`src/rtl/ps2_pkg.sv`:
```
// Shared PS/2 definitions: transmitter state encoding, frame size, keyboard
// command bytes and the odd-parity helper used to build a frame.
package ps2_pkg;

    typedef enum logic [2:0] {
        IDLE,
        INHIBIT,
        RTS,
        SEND,
        WAIT_ACK,
        WAIT_IDLE
    } ps2_tx_state_e;

    // start + 8 data + parity + stop
    localparam int PS2_FRAME_BITS = 11;

    localparam logic [7:0] PS2_CMD_SET_LED = 8'hED;
    localparam logic [7:0] PS2_CMD_RESET   = 8'hFF;
    localparam logic [7:0] PS2_CMD_ENABLE  = 8'hF4;
    localparam logic [7:0] PS2_ACK_BYTE    = 8'hFA;

    function automatic logic odd_parity(input logic [7:0] data);
        return ~^data;
    endfunction

endpackage

```
`src/rtl/ps2_line_sync.sv`:
```
// Two-flop synchronizer for one PS/2 line, plus falling-edge detect on the
// synchronized level. Shared by the host transmitter and the keyboard receiver.
module ps2_line_sync (
    input  logic clk,
    input  logic rst,
    input  logic line_i,
    output logic level_o,
    output logic fall_o
);

    logic [1:0] sync_q;
    logic       prev_q;

    // Idle bus level is high; resetting to 1 avoids a false edge after reset.
    always_ff @(posedge clk) begin
        if (rst) begin
            sync_q <= 2'b11;
            prev_q <= 1'b1;
        end else begin
            // NOTE: non-blocking assignments make this a true shift chain;
            // blocking ones would collapse both stages into a single flop.
            sync_q <= {sync_q[0], line_i};
            prev_q <= sync_q[1];
        end
    end

    assign level_o = sync_q[1];
    assign fall_o  = prev_q & ~sync_q[1];

endmodule

```
`src/rtl/ps2_host_tx.sv`:
```
// PS/2 host-to-device transmitter: inhibit, request-to-send, clock out one
// byte on device clock edges, collect the ACK. Define PS2_TX_RETRY_EN to retry
// on NACK/timeout up to MAX_RETRY extra attempts.
module ps2_host_tx
    import ps2_pkg::*;
#(
    parameter int INHIBIT_CYCLES = 5000,
    parameter int TIMEOUT_CYCLES = 1000000,
    parameter int MAX_RETRY      = 2
) (
    input  logic       clk,
    input  logic       rst,
    input  logic [7:0] tx_data,
    input  logic       tx_valid,
    output logic       tx_ready,
    input  logic       ps2_clk_in,
    input  logic       ps2_data_in,
    output logic       ps2_clk_oe,
    output logic       ps2_data_oe,
    output logic       busy,
    output logic       done,
    output logic       nack,
    output logic       timeout
);

`ifdef PS2_TX_RETRY_EN
    localparam bit RETRY_EN = 1'b1;
`else
    localparam bit RETRY_EN = 1'b0;
`endif

    localparam int CNT_MAX = (INHIBIT_CYCLES > TIMEOUT_CYCLES) ? INHIBIT_CYCLES : TIMEOUT_CYCLES;
    localparam int CNT_W   = $clog2(CNT_MAX + 1);
    localparam int SHIFT_W = PS2_FRAME_BITS - 1;
    localparam int RETRY_W = (MAX_RETRY > 0) ? $clog2(MAX_RETRY + 1) : 1;

    localparam logic [CNT_W-1:0]   INHIBIT_LAST = CNT_W'(INHIBIT_CYCLES - 1);
    localparam logic [CNT_W-1:0]   TIMEOUT_LAST = CNT_W'(TIMEOUT_CYCLES - 1);
    localparam logic [3:0]         LAST_EDGE    = 4'(SHIFT_W - 1);
    localparam logic [RETRY_W-1:0] RETRY_LIMIT  = RETRY_W'(MAX_RETRY);

    ps2_tx_state_e      state_q, state_d;
    logic [SHIFT_W-1:0] shift_q, shift_d;
    logic [7:0]         byte_q, byte_d;
    logic [CNT_W-1:0]   cnt_q, cnt_d;
    logic [3:0]         bit_cnt_q, bit_cnt_d;
    logic [RETRY_W-1:0] retry_q, retry_d;
    logic               data_oe_q, data_oe_d;
    logic               nack_flag_q, nack_flag_d;
    logic               done_q, done_d;
    logic               nack_q, nack_d;
    logic               timeout_q, timeout_d;

    logic clk_level, clk_fall, data_level, data_fall_unused;
    logic expire, finish, retry_ok;

    ps2_line_sync u_clk_sync (
        .clk     (clk),
        .rst     (rst),
        .line_i  (ps2_clk_in),
        .level_o (clk_level),
        .fall_o  (clk_fall)
    );

    // Data-line edges matter only to the receiver.
    ps2_line_sync u_data_sync (
        .clk     (clk),
        .rst     (rst),
        .line_i  (ps2_data_in),
        .level_o (data_level),
        .fall_o  (data_fall_unused)
    );

    assign retry_ok = RETRY_EN && (retry_q < RETRY_LIMIT);

    always_comb begin
        // NOTE: every variable gets a default before the case so no path
        // leaves it unassigned, which would otherwise infer a latch.
        state_d     = state_q;
        shift_d     = shift_q;
        byte_d      = byte_q;
        cnt_d       = cnt_q;
        bit_cnt_d   = bit_cnt_q;
        retry_d     = retry_q;
        data_oe_d   = data_oe_q;
        nack_flag_d = nack_flag_q;
        done_d      = 1'b0;
        nack_d      = 1'b0;
        timeout_d   = 1'b0;
        expire      = 1'b0;
        finish      = 1'b0;

        case (state_q)
            IDLE: begin
                if (tx_valid) begin
                    byte_d  = tx_data;
                    shift_d = {1'b1, odd_parity(tx_data), tx_data};
                    cnt_d   = '0;
                    retry_d = '0;
                    state_d = INHIBIT;
                end
            end
            INHIBIT: begin
                if (cnt_q == INHIBIT_LAST) state_d = RTS;
                else                       cnt_d   = cnt_q + CNT_W'(1);
            end
            RTS: begin
                data_oe_d = 1'b1;
                cnt_d     = '0;
                bit_cnt_d = '0;
                state_d   = SEND;
            end
            SEND: begin
                if (clk_fall) begin
                    cnt_d     = '0;
                    data_oe_d = ~shift_q[0];
                    shift_d   = shift_q >> 1;
                    bit_cnt_d = bit_cnt_q + 4'd1;
                    if (bit_cnt_q == LAST_EDGE) state_d = WAIT_ACK;
                end else if (cnt_q == TIMEOUT_LAST) begin
                    expire = 1'b1;
                end else begin
                    cnt_d = cnt_q + CNT_W'(1);
                end
            end
            WAIT_ACK: begin
                if (clk_fall) begin
                    cnt_d       = '0;
                    nack_flag_d = data_level;
                    state_d     = WAIT_IDLE;
                end else if (cnt_q == TIMEOUT_LAST) begin
                    expire = 1'b1;
                end else begin
                    cnt_d = cnt_q + CNT_W'(1);
                end
            end
            WAIT_IDLE: begin
                if (clk_level && data_level)        finish = 1'b1;
                else if (clk_fall)                  cnt_d  = '0;
                else if (cnt_q == TIMEOUT_LAST)     expire = 1'b1;
                else                                cnt_d  = cnt_q + CNT_W'(1);
            end
            default: state_d = IDLE;
        endcase

        // A failed attempt restarts from INHIBIT while retries remain;
        // only the final outcome is reported.
        if ((expire || (finish && nack_flag_q)) && retry_ok) begin
            retry_d = retry_q + RETRY_W'(1);
            shift_d = {1'b1, odd_parity(byte_q), byte_q};
            cnt_d   = '0;
            state_d = INHIBIT;
        end else if (expire) begin
            timeout_d = 1'b1;
            state_d   = IDLE;
        end else if (finish) begin
            done_d  = 1'b1;
            nack_d  = nack_flag_q;
            state_d = IDLE;
        end
    end

    always_ff @(posedge clk) begin
        if (rst) begin
            state_q     <= IDLE;
            shift_q     <= '0;
            byte_q      <= '0;
            cnt_q       <= '0;
            bit_cnt_q   <= '0;
            retry_q     <= '0;
            data_oe_q   <= 1'b0;
            nack_flag_q <= 1'b0;
            done_q      <= 1'b0;
            nack_q      <= 1'b0;
            timeout_q   <= 1'b0;
        end else begin
            state_q     <= state_d;
            shift_q     <= shift_d;
            byte_q      <= byte_d;
            cnt_q       <= cnt_d;
            bit_cnt_q   <= bit_cnt_d;
            retry_q     <= retry_d;
            data_oe_q   <= data_oe_d;
            nack_flag_q <= nack_flag_d;
            done_q      <= done_d;
            nack_q      <= nack_d;
            timeout_q   <= timeout_d;
        end
    end

    // Line enables decode from state so leaving RTS/SEND releases them at once.
    assign tx_ready    = (state_q == IDLE);
    assign busy        = (state_q != IDLE);
    assign ps2_clk_oe  = (state_q == INHIBIT) || (state_q == RTS);
    assign ps2_data_oe = (state_q == RTS) || ((state_q == SEND) && data_oe_q);
    assign done        = done_q;
    assign nack        = nack_q;
    assign timeout     = timeout_q;

endmodule

```
`config.mk`:
```
export PLATFORM = sky130hd
export DESIGN_NAME = ps2_host_tx
export DESIGN_NICKNAME = d
export VERILOG_FILES = /design/src/rtl/ps2_pkg.sv /design/src/rtl/ps2_line_sync.sv /design/src/rtl/ps2_host_tx.sv
export SDC_FILE = /design/constraint.sdc
export NUM_CORES = 1
export LEC_CHECK = 0
export BUFFER_PORTS_ARGS = -buffer_cell sky130_fd_sc_hd__buf_2
export CAP_MARGIN = 20
export CORE_MARGIN = 1.5
export CORE_UTILIZATION = 55
export DETAILED_ROUTE_END_ITERATION = 8
export PLACE_DENSITY = 0.8
export SLEW_MARGIN = 0
export SYNTH_ARGS = -nofsm -noshare
export SYNTH_HDL_FRONTEND = slang
export SYNTH_HIERARCHICAL = 1
export SYNTH_SLANG_ARGS = --single-unit
```
`constraint.sdc`:
```
create_clock -name clk -period 2.4 [get_ports clk]
set_input_delay 0.36 -clock clk [delete_from_list [all_inputs] [get_ports clk]]
set_output_delay 0.36 -clock clk [all_outputs]
set_load 0.01 [all_outputs]
```
==> out/summary.txt, run 1 <==
Average cell area after synthesis - 8.06 um^2
Bufs on Longest Clock Path - 2
CTS Sinks - 47
Sequential cell area - 941 um^2
Pin count of the biggest net entering global routing - 54
CP arrival - 2350 ps
Layout Nets - 363
# IOs - 20
Iter 0 DRT Violations - 300
Die footprint - 0.00520 mm^2
Fin util - 0.651
Die width - 72.1 um
Post-CTS Resized - 0
Cell Rows - 24
Design Area, Final - 0.00291 mm^2
Area occupied by multi-input gates - 0.00153 mm^2
Placed instance area - 0.00281 mm^2
Worst Max-Slew Pin Slew - 918 ps
Routed via count - 2,576
Number of diodes - 0
Critical path required time - 2610 ps
Total leakage power - 1.01 nW
Antenna-violating nets left - 0
Outcome - completed
Critical-path top delay cell - dfxtp_1
Period utilization - 0.892
Overall power - 1.59 mW
PwrDens - 547 mW/mm^2
First-pass GRT wire length - 10,700 um
# Max-Cap Violations - 0
Final setup violation count - 0
CTS tree - done
Critical Path End Type - register
Detailed Routing Iterations Pass 1 - 5
Die height - 72.1 um
Skew-Pair Late Insertion Delay - 310 ps
Vias in the first global route - 2,276
Minimum clock period - 2140 ps
Residual DRC - 0
Final Hold Viols - 0
Area delta synth->final - 10.8%
Hold_buf cts - 0
Share of cells above drive strength 1 - 0.155
Setup_tns - 0 ps
CTS root buf - clkbuf_8
Vias per cell - 6.44
Initial antenna violation count - 0
Grt total ovfl - 0
Slew margin rel. - 0.388
Clock buffer count from CTS - 5
GRT Util Overall - 0.255
Worst setup margin - 259 ps
Setup repair bufs after CTS - 0
IO Port Bufs - 19
Crit path max-delay family - simple AND/OR/NAND/NOR gates
FMAX - 0.467 GHz
H-tree lvl count - 2
VDD IR max - 0.299 mV
RSZ-0062 raised after global routing - false
Clock transition at the registers of the reported paths - 90 ps
Max FO, Critical Path - 7
WS Path Type - reg2reg
Max incr delay on CP - 440 ps
Syn Inst Count - 326
Syn nets - 342
Initial Util - 0.588
Slew Viols, Final - 0
Fill cells - 397
Post-Place Setup Slack - 378 ps
Max Clock Skew - 4.71 ps
HPWL Detailed - 4420 um
Startpoint Class - register
Core area - 0.00447 mm^2
Area of the mapped netlist - 0.00263 mm^2
Critical-path cell list - nor4b_1 -> nand4_1 -> o31ai_1 -> nor2_1 -> a311oi_1
Synthesis Warnings - 6
Routability Congestion - 0.904
Drt total wl - 6420 um
WP buf/inv - 0
HP Class - in2reg
Per-cell routed wire length - 16.1 um
## layer usage
layer	up-vias	share of wire	GRT usage
li1	1252	-	-
met1	1175	0.45	0.367
met2	133	0.44	0.383
met3	16	0.087	0.0514
met4	0	0.020	0.0860
met5	-	0	0
## cell usage in the layout, fill, tap and decap left out, types with 3 or more instances in the layout
master     n
o21ai_0    7
clkbuf_8   7
dfxtp_1   47
a31oi_1    7
nand4_1   11
or2_1      5
and4_1     4
nand2b_1   6
a211oi_1   5
nor2b_1    4
buf_2     19
buf_4     15
a311oi_1  14
nor2_1    30
and3_1     5
a21oi_1   16
nand3_1   14
nand2_1   33
ha_1       3
o22ai_1    4
inv_1     16
nor3_1    12
or3_1      6
xnor2_1    7
a21o_1     4
o32ai_1    7
## final cells by class
cell class              instances  share of cell area
clock buffers                   7              0.0331
clock inverters                 1             0.00258
inverters                      16              0.0206
multi-input cells             243               0.527
flip-flops and latches         47               0.323
well taps                      52              0.0223
repair buffers                 34              0.0713
## state kept, by name, summed over array words and instances (netlist names)
signal,cells
cnt_q,20
shift_q,10
bit_cnt_q,4
state_q,3
u_clk_sync/sync_q,2
u_data_sync/sync_q,2
data_oe_q,1
done,1
nack,1
nack_flag_q,1
timeout,1
u_clk_sync/prev_q,1
## power by group
part	switching, mW	internal, mW	total (mW)
registers	0.0157	0.802	0.818
clock network	0.275	0.262	0.537
logic	0.138	0.0988	0.237
## worst register-to-register path, stage by stage (launching register included)
cell	delay, ps
dfxtp_1	440
nor4b_1	400
nand4_1	250
o31ai_1	430
nor2_1	220
a311oi_1	300
## through the flow
step           hold slack, ps  instances
2_1_floorplan             385        326
6_report                  225        400
4_1_cts                   219        400
5_1_grt                   225        400
3_3_place_gp              393        392
3_5_place_dp              396        392
## final timing paths
check / start / to / slack, ps / cells after the start
worst min register to register: u_clk_sync/sync_q[0] / u_clk_sync/sync_q[1] / 420 / 1
worst max-delay path: cnt_q[2] / cnt_q[17] / 260 / 5
worst min-delay path: ps2_clk_in / u_clk_sync/sync_q[0] / 230 / 2
worst max register to register: cnt_q[2] / cnt_q[17] / 260 / 5
No activity file was read; power rests on OpenSTA's default activity.
==> run 2: changes to the inputs <==
SYNTH_HIERARCHICAL = unset   (was 1)
==> run 2 against run 1 <==
- clock skew is essentially flat
- via count grew 5.0%
- global-route usage is 1.9 points higher
- synthesized cell count up 1.5%
- total power rose by 1.1%
- critical endpoint is now cnt_q[9]
- largest power group unchanged
==> out/summary.txt, run 2 <==
Synthesis Warnings - 0
Slew margin rel. - 0.606
Number of diodes - 0
Vias in the first global route - 2,491
Per-cell routed wire length - 16.4 um
Area delta synth->final - 12.3%
First-pass GRT wire length - 11,600 um
CTS tree - done
HPWL Detailed - 4720 um
Startpoint Class - register
Critical Path End Type - register
Syn nets - 347
IO Port Bufs - 19
Routed via count - 2,704
Setup_tns - 0 ps
Grt total ovfl - 0
FMAX - 0.448 GHz
Main flop type after synthesis - dfxtp_1
Overall power - 1.61 mW
CTS Sinks - 47
Die footprint - 0.00534 mm^2
Max Clock Skew - 4.77 ps
Max reg flops - 20
Non-Filler Instances - 426
Fin util - 0.642
Clock transition at the registers of the reported paths - 90 ps
Initial antenna violation count - 0
Core area - 0.00472 mm^2
Largest Register - cnt_q
Cell taking the most area after synthesis - dfxtp_1
Fill cells - 403
Residual DRC - 0
Cell Rows - 25
Worst setup margin - 169 ps
Max incr delay on CP - 530 ps
Top post-synthesis cells by area - dfxtp_1 (35%), a21oi_1 (6.1%), nand2_1 (5.3%), nor2_1 (3.9%), o311ai_1 (2.6%)
CTS root buf - clkbuf_8
Minimum clock period - 2230 ps
Most frequent cells in the layout - dfxtp_1 (47), nand2_1 (38), a21oi_1 (33)
Critical-path cell list - ha_1 -> and3_1 -> and3_1 -> and4_1 -> buf_4 -> or4_1 -> a21oi_1
Final setup violation count - 0
Hold_ws - 229 ps
Number of flops mapped to enable cells by yosys - 0
Outcome - completed
Iter 0 DRT Violations - 287
PwrDens - 531 mW/mm^2
CP arrival - 2470 ps
Initial Util - 0.572
Synth async-reset ratio - 0
Setup repair bufs after CTS - 0
VDD IR max - 0.272 mV
Slew Viols, Final - 0
Area of the mapped netlist - 0.00270 mm^2
Skew-Pair Late Insertion Delay - 310 ps
# IOs - 20
Biggest regs - cnt_q x20, shift_q x10, bit_cnt_q x4
RSZ-0062 raised after global routing - false
Design Area, Final - 0.00303 mm^2
Placed instance area - 0.00291 mm^2
Worst Max-Slew Pin Slew - 584 ps
Post-CTS Resized - 0
Antenna-violating nets left - 0
DP Cell Count - 418
Distinct cells, synth - 64
Period utilization - 0.930
Syn Inst Count - 331
Drt total wl - 7000 um
Top post-synthesis cells by count - dfxtp_1 (47), nand2_1 (38), a21oi_1 (33)
# Max-Cap Violations - 0
Most common library cell in the layout ignoring fill and taps - dfxtp_1
Die height - 73.1 um
Hold path depth - 2
Max FO, Critical Path - 19
Vias per cell - 6.35
Layout Nets - 374
Routability Congestion - 0.901
Most common cell in the netlist - dfxtp_1
Detailed Routing Iterations Pass 1 - 5
Bufs on Longest Clock Path - 2
Hold_buf cts - 0
WP buf/inv - 1
Reg2reg path depth - 7
Crit path max-delay family - simple AND/OR/NAND/NOR gates
Final Hold Viols - 0
Critical-path top delay cell - or4_1
Critical Path Most Common Cell - and3_1
Critical path required time - 2640 ps
Die width - 73.1 um
Average cell area after synthesis - 8.16 um^2
Crit. path cell count - 7
H-tree lvl count - 2
Clock buffer count from CTS - 5
Total leakage power - 1.13 nW
Flops & latches, synth - 47
Share of the synthesized area in the top cell type - 0.348
Share of cells above drive strength 1 - 0.195
WS Path Type - reg2reg
Pin count of the biggest net entering global routing - 20
Register area share after synthesis - 0.348
Post-Place Setup Slack - 195 ps
GRT Util Overall - 0.274
HP Class - in2reg
run 2: logic make-up after synthesis:
| group | count (synthesis) | synth area share |
|---|---|---|
| fa+ha+maj | 3 | 0.0139 |
| simple gates | 145 | 0.298 |
| mux | 1 | 0.00371 |
| compound gates | 94 | 0.245 |
| flops | 47 | 0.348 |
| xor+xnor | 7 | 0.0227 |
| buf+inv | 34 | 0.0685 |
run 2: path summary, 6_finish.rpt:
path	startpoint	slack, ps	endpoint
min	ps2_clk_in	230	u_clk_sync.sync_q[0]
min reg2reg	u_data_sync.sync_q[0]	410	u_data_sync.sync_q[1]
max	cnt_q[0]	170	cnt_q[9]
max reg2reg	cnt_q[0]	170	cnt_q[9]
run 2: routing by layer:
layer	global-route usage	share of wire
met2	0.445	0.48
met5	0	0
met3	0.0456	0.070
met4	0.138	0.019
met1	0.350	0.43
run 2: final cells by class:
class / instances / area, um^2 / share of cell area
multi-input combinational: 250 / 1580 / 0.519
clock buffer: 6 / 82.6 / 0.0272
timing repair buffer: 42 / 268 / 0.0882
clock inverter: 2 / 38.8 / 0.0128
tap: 67 / 83.8 / 0.0276
sequential: 47 / 941 / 0.310
inverter: 12 / 45.0 / 0.0148
run 2: worst register-to-register path: stages (launching register included):
cell	delay (ps)
dfxtp_1	370
ha_1	220
and3_1	240
and3_1	220
and4_1	210
buf_4	200
or4_1	540
a21oi_1	170
run 2: power by group:
| part | switching (mW) | total, mW | internal, mW |
|---|---|---|---|
| Clock | 0.290 | 0.633 | 0.343 |
| Combinational | 0.101 | 0.170 | 0.0690 |
| Sequential | 0.0102 | 0.807 | 0.797 |
| Total | 0.401 | 1.61 | 1.21 |
